**src/rtl/posit_dot_seq.sv**
```systemverilog
// Posit dot-product sequencer: streams element pairs into an external
// A*B + C*D posit core, one operation in flight. Each partial sum is fed back
// as C with D = ONE(mode), and the finished sum and element count are held
// until the consumer takes them.
module posit_dot_seq #(
  parameter int unsigned CORE_LAT = 6,
  parameter int unsigned MAXLEN   = 256,
  parameter int unsigned CW       = $clog2(MAXLEN + 1)
) (
  input  logic          clk,
  input  logic          rst,
  input  logic [1:0]    cfg_pre,
  input  logic          in_valid,
  output logic          in_ready,
  input  logic [31:0]   in_a,
  input  logic [31:0]   in_b,
  input  logic          in_last,
  output logic          out_valid,
  input  logic          out_ready,
  output logic [31:0]   out_data,
  output logic [CW-1:0] out_count,
  output logic          err_len,
  output logic          core_start,
  output logic [31:0]   core_a,
  output logic [31:0]   core_b,
  output logic [31:0]   core_c,
  output logic [31:0]   core_d,
  output logic [1:0]    core_pre,
  input  logic [31:0]   core_res,
  output logic          busy
);

  localparam int unsigned DW = 32;
  // Latency counter must hold CORE_LAT and never collapse to zero width
  localparam int unsigned LW = $clog2(CORE_LAT + 2);

  typedef enum logic [1:0] {
    S_IDLE = 2'd0,
    S_WAIT = 2'd1,
    S_ACC  = 2'd2,
    S_HOLD = 2'd3
  } state_t;

  // Packed posit 1.0 in every lane for the selected precision mode
  function automatic logic [DW-1:0] one_of(input logic [1:0] mode);
    logic [DW-1:0] v;
    case (mode)
      2'b01:   v = 32'h4000_4000;
      2'b10:   v = 32'h4040_4040;
      default: v = 32'h4000_0000;
    endcase
    return v;
  endfunction

  state_t          r_state;
  state_t          w_state_nxt;
  logic            w_accept;
  logic            w_capture;
  logic            w_len_err;
  logic            w_last_eff;
  logic [CW-1:0]   w_cnt_new;

  logic            r_in_ready;
  logic            r_out_valid;
  logic            r_busy;
  logic            r_err;
  logic            r_last;
  logic [LW-1:0]   r_lat;
  logic [CW-1:0]   r_count;
  logic [DW-1:0]   r_acc;
  logic [1:0]      r_pre;
  logic            r_core_start;
  logic [DW-1:0]   r_core_a;
  logic [DW-1:0]   r_core_b;
  logic [DW-1:0]   r_core_c;
  logic [DW-1:0]   r_core_d;

  // State register
  always_ff @(posedge clk) begin
    if (rst) begin
      r_state <= S_IDLE;
    end else begin
      r_state <= w_state_nxt;
    end
  end

  // Next state, element acceptance, result capture and length-overflow detect
  always_comb begin
    w_state_nxt = r_state;
    w_accept    = 1'b0;
    w_capture   = 1'b0;
    w_cnt_new   = r_count;
    case (r_state)
      S_IDLE: begin
        if (in_valid) begin
          w_accept    = 1'b1;
          w_cnt_new   = CW'(1);
          w_state_nxt = S_WAIT;
        end
      end
      S_ACC: begin
        if (in_valid) begin
          w_accept    = 1'b1;
          w_cnt_new   = r_count + CW'(1);
          w_state_nxt = S_WAIT;
        end
      end
      S_WAIT: begin
        if (r_lat == '0) begin
          w_capture   = 1'b1;
          w_state_nxt = r_last ? S_HOLD : S_ACC;
        end
      end
      S_HOLD: begin
        if (out_ready) begin
          w_state_nxt = S_IDLE;
        end
      end
      default: w_state_nxt = S_IDLE;
    endcase
    // An element that fills the vector without in_last closes it anyway
    w_len_err  = w_accept && !in_last && (w_cnt_new == CW'(MAXLEN));
    w_last_eff = in_last || w_len_err;
  end

  // Handshake flags registered from the next state so they track the FSM
  always_ff @(posedge clk) begin
    if (rst) begin
      r_in_ready  <= 1'b1;
      r_out_valid <= 1'b0;
      r_busy      <= 1'b0;
    end else begin
      r_in_ready  <= (w_state_nxt == S_IDLE) || (w_state_nxt == S_ACC);
      r_out_valid <= (w_state_nxt == S_HOLD);
      r_busy      <= (w_state_nxt != S_IDLE);
    end
  end

  // Core issue: operands and one-cycle start pulse registered off the handshake
  always_ff @(posedge clk) begin
    if (rst) begin
      r_core_start <= 1'b0;
      r_core_a     <= '0;
      r_core_b     <= '0;
      r_core_c     <= '0;
      r_core_d     <= '0;
      r_pre        <= 2'b00;
    end else begin
      r_core_start <= w_accept;
      if (w_accept) begin
        r_core_a <= in_a;
        r_core_b <= in_b;
        if (r_state == S_IDLE) begin
          r_pre    <= cfg_pre;
          r_core_c <= '0;
          r_core_d <= '0;
        end else begin
          r_core_c <= r_acc;
          r_core_d <= one_of(r_pre);
        end
      end
    end
  end

  // Latency countdown, accumulator capture, element count and sticky length error
  always_ff @(posedge clk) begin
    if (rst) begin
      r_lat   <= '0;
      r_last  <= 1'b0;
      r_count <= '0;
      r_acc   <= '0;
      r_err   <= 1'b0;
    end else begin
      if (w_accept) begin
        r_lat   <= LW'(CORE_LAT);
        r_last  <= w_last_eff;
        r_count <= w_cnt_new;
      end else if ((r_state == S_WAIT) && (r_lat != '0)) begin
        r_lat <= r_lat - LW'(1);
      end
      if (w_capture) begin
        r_acc <= core_res;
      end
      if (w_len_err) begin
        r_err <= 1'b1;
      end
    end
  end

  assign in_ready   = r_in_ready;
  assign out_valid  = r_out_valid;
  assign out_data   = r_acc;
  assign out_count  = r_count;
  assign err_len    = r_err;
  assign busy       = r_busy;
  assign core_start = r_core_start;
  assign core_a     = r_core_a;
  assign core_b     = r_core_b;
  assign core_c     = r_core_c;
  assign core_d     = r_core_d;
  assign core_pre   = r_pre;

endmodule
```
**config.mk**
```make
export PLATFORM = sky130hd
export DESIGN_NAME = posit_dot_seq
export DESIGN_NICKNAME = d
export VERILOG_FILES = /design/src/rtl/posit_dot_seq.sv
export SDC_FILE = /design/constraint.sdc
export NUM_CORES = 1
export LEC_CHECK = 0
export CAP_MARGIN = 20
export CORE_MARGIN = 3
export CORE_UTILIZATION = 36
export DETAILED_ROUTE_END_ITERATION = 16
export GPL_ROUTABILITY_DRIVEN = 1
export PLACE_DENSITY = 0.72
export SETUP_SLACK_MARGIN = 0.15
export SYNTH_ARGS = -nofsm -noshare
export SYNTH_HDL_FRONTEND = slang
export SYNTH_SLANG_ARGS = --single-unit
export TNS_END_PERCENT = 50
```
**constraint.sdc**
```tcl
create_clock -name clk -period 1.85 [get_ports clk]
set_input_delay 0.555 -clock clk [delete_from_list [all_inputs] [get_ports clk]]
set_output_delay 0.555 -clock clk [all_outputs]
set_load 0.005 [all_outputs]
```
==> flow_results.org <==
** STA
- Setup clock skew after layout :: 0.0152 ns
- Fin crit share :: slightly above 90%
- Hold_ws :: about 0.45 ns
- The count of endpoints failing hold in the final timing report is 0.
- Setup repair after global routing could not meet its margin everywhere.
- Setup violations remaining at the end of the flow were counted as 0.
- Transition at the pin with the smallest max-transition slack :: 0.526 ns
- Worst Setup Slack, final :: 0.145 ns
- Max-slew violation count :: 0
- Based on the critical path, the design can be clocked at up to 587 MHz.
- Setup total negative slack on the finished layout was measured at 0 ns.
- Time the worst path needs with I/O delays and setup :: 1.70 ns
- Max-slew headroom :: 64.9%

** Worst setup path
- Worst reg2reg startpoint :: out_count[0]
- Nature of the critical path endpoint :: register
- The most critical setup path has its startpoint at out_count[0].
- Data on the critical path arrives at its endpoint at 2.03 ns.
- In this run the worst path has a maximum fanout of 3.
- Setup crit start kind :: register
- STA puts the critical path data required time at roughly 2.2 ns.
- The worst setup path is of the reg -> reg kind.

** Layout
- Number of filler instances in the final layout :: about 1.4k
- Number of inserted diodes :: 0
- The sequential cells in the finished layout cover a total of 3120 um2.
- Most frequent cells in the layout :: nand2_1, dlygate4sd2_1, dfxtp_1, a21oi_1, clkdlybuf4s50_1
- Combined area of the multi-input logic cells :: 2250 um2
- Leaving out fill and tap cells, the most frequent cell in the layout is nand2_1.
- Cells with a size suffix above 1 make up 13.0% of the layout.
- With fillers left out, the area of the finished cells amounts to 8860 um2.
- Final Instance Count excl. Fillers :: 1109
- Total Nets Final :: 1020
- Compared with the post-synthesis result, the final layout area differs by 58.4%.

** Place
- Number of placed cells counting well taps :: 1072
- After detailed placement, the total cell area comes to about 8300 um2.
- Worst setup slack after placement :: -0.615 ns
- The HPWL after detailed placement is ~12000 um.
- Buffers placed on the I/O ports in this run total 250.
- Routability congestion estimate :: 0.838

** CTS
- Library cell used as clock root buffer :: clkbuf_16
- Number of buffers between clock root and the deepest sink :: 2
- Clock tree synthesis found a total of between 150 and 200 sinks.
- The clock tree synthesis step divided the H-tree into 4 levels.
- TritonCTS built the clock tree.
- Clock latency on the worst-skew pair :: 0.42 ns
- Clock transition at the registers of the reported paths :: about 0.06 ns
- Clock buffer count from CTS :: 17
- Hold repair after CTS inserted 0 buffers.

** Routing
- Via Count :: 5303
- The first detailed-routing pass ran for 4 iterations.
- Antenna Nets Post-Route :: 0
- Remaining routing DRC violations :: 0
- Vias per Instance :: 4.78
- Detailed Route Iter0 Violations :: 236
- The final layout contains routed wiring with a total length of 16900 um.
- In the final routed layout, each cell accounts on average for 15.3 um.

** Global route
- The number of antenna violations at the first check in global routing was 0.
- All-layer global routing usage :: 19.1%
- Entering global routing, the biggest net connects 75 pins.
- Residual overflow from global routing :: 0
- The first global-routing pass estimated 25600 um of wire.
- The via count of the first global-routing pass is around 5.0k.

** Logic synthesis
- Yosys top cell by area :: dfxtp_1
- Synthesized instance count :: 657
- Leading post-synthesis cells by cell area :: dfxtp_1, nand2_1, a21oi_1
- Synth Area per Inst :: around 8.5 um2
- Netlist Area Pre-Place :: between 5000 and 6000 um2
- Fraction of synthesized cell area taken by the top area cell type :: 54.7%
- The number of different library cells used by synthesis comes to 40.
- Share of the yosys chip area belonging to registers :: 54.7%
- Counting flops and latches in the post-synthesis netlist gives 153.
- For this run, the number of Yosys warnings is 0.

** Flow run
- Max capacitance violation total :: 0

** Floorplan
- Die height :: 131 um
- Chip width :: about 130 um
- The floorplan has 44 rows.
- Ports :: ~280
- The die covers about 17000 um2.
- The initial utilization of the core area, before any placement, comes to a little under two fifths.
- The total area inside the core boundary comes to approximately 15000 um2.

** Worst hold path
- The worst hold path begins at core_a[0].
- In this run the worst hold path is classified as reg -> reg.

** Power
- Peak VDD IR :: between 0.5 and 0.6 mV
- Combinational share of power :: 12.6%
- Power density over the cells :: roughly 900 nW/um2
- Pleak :: 0.00406 uW
- Clk pwr share :: around 43%
- Sequential power share :: 44.5%
- Cell internal power was estimated by the tool at between 5000 and 6000 uW.
- Net switching is 25.7% of the power.
- Switching component of the power :: roughly 2000 uW

** Status
- The flow ran to the end, and the final reports show no timing, DRC or antenna violations.
## Yosys cell counts
master,n
and3_1,1
dfxtp_1,153
nor3b_1,1
o31a_1,1
buf_6,2
o21ai_0,5
nand3b_1,2
inv_1,9
nor3_1,3
conb_1,1
buf_2,4
nor4_1,2
a22o_1,33
nand4_1,2
a211o_1,1
buf_4,29
nand2_1,203
a21o_1,1
a311oi_1,1
or3b_1,1
mux2i_1,2
nand3_1,4
ha_1,5
a21boi_0,1
or2_2,3
nor2_1,20
o211ai_1,1
a211oi_1,2
a22oi_1,1
nand2b_1,1
xnor2_1,3
nor2b_1,6
mux2_2,1
or3b_2,1
o31ai_1,2
xor2_1,1
nor4_2,1
buf_1,2
a21oi_1,108
clkbuf_1,37
## flip-flops by register name, summed over array words and instances, names as in the netlist
register and flops:
core_b 32, out_count 9, core_pre 2, core_d 3, r_lat 3, core_start 1
in_ready 1, core_a 32, core_c 32, r_state 2, r_last 1, err_len 1
out_data 32, out_valid 1, busy 1
## critical path, cell delays in order (launching register included)
cell,delay (ns)
dfxtp_4,0.36
inv_2,0.05
ha_4,0.20
nor2b_2,0.10
o31a_1,0.16
nand3_2,0.10
nor4_2,0.28
nand4_1,0.16
a311oi_1,0.22
## cell families (layout without fill, tap and decap cells)
family	after synthesis	in the layout	synth area share [%]
xor gates and xnor gates	4	4	0.626
AOI/OAI and AO/OA	157	157	16.8
muxes	3	3	0.559
adders and majority gates	5	5	1.12
other	1	28	0.0670
DFF	153	153	54.7
and+or+nand+nor	251	251	18.2
buffers and inverters	83	324	7.87
## power by group through the flow
stage | clock [uW] | sequential, uW | combinational, uW
global route | 3630 | 3550 | 1110
detailed placement | 0 | 3620 | 1090
floorplan | 0 | 3620 | 445
CTS | 3480 | 3530 | 1000
finish | 3400 | 3530 | 1000
global placement | 0 | 3610 | 1080
## metrics by stage
step           utilization [%]  power, uW
2_1_floorplan                -       4060
3_3_place_gp              56.1       4690
3_5_place_dp              56.1       4700
4_1_cts                   59.5       8020
5_1_grt                   59.6       8290
6_report                  59.6       7930
## layer usage
metal | vias up | GRT usage [%] | part of all wire [%]
li1 | 2633 | - | -
met1 | 2443 | 22.1 | 41
met2 | 206 | 32.0 | 48
met3 | 21 | 7.64 | 9.2
met4 | 0 | 6.53 | 1.8
met5 | - | 0 | 0
## cell type report
class	count	share of cell area [%]
tap	184	2.60
timing repair buffer	283	29.8
multi-input combinational	448	25.4
inverter	9	0.438
sequential	153	35.2
clock inverter	13	1.54
clock buffer	19	5.00
## final timing paths
kind	to	slack, ns	cells after the start
worst min register to register	core_a[0]	0.45	2
worst max-delay path	r_last	0.15	8
worst min-delay path	core_a[0]	0.45	2
worst max register to register	r_last	0.15	8
## what timing repair did
| action | CTS | global route |
|---|---|---|
| pin swaps | 7 | 6 |
| gates resized for setup | 200 | 6 |
| setup endpoints to repair | 227 | 79 |
| buffers inserted | 5 | 0 |
No activity file was read; power rests on OpenSTA's default activity.
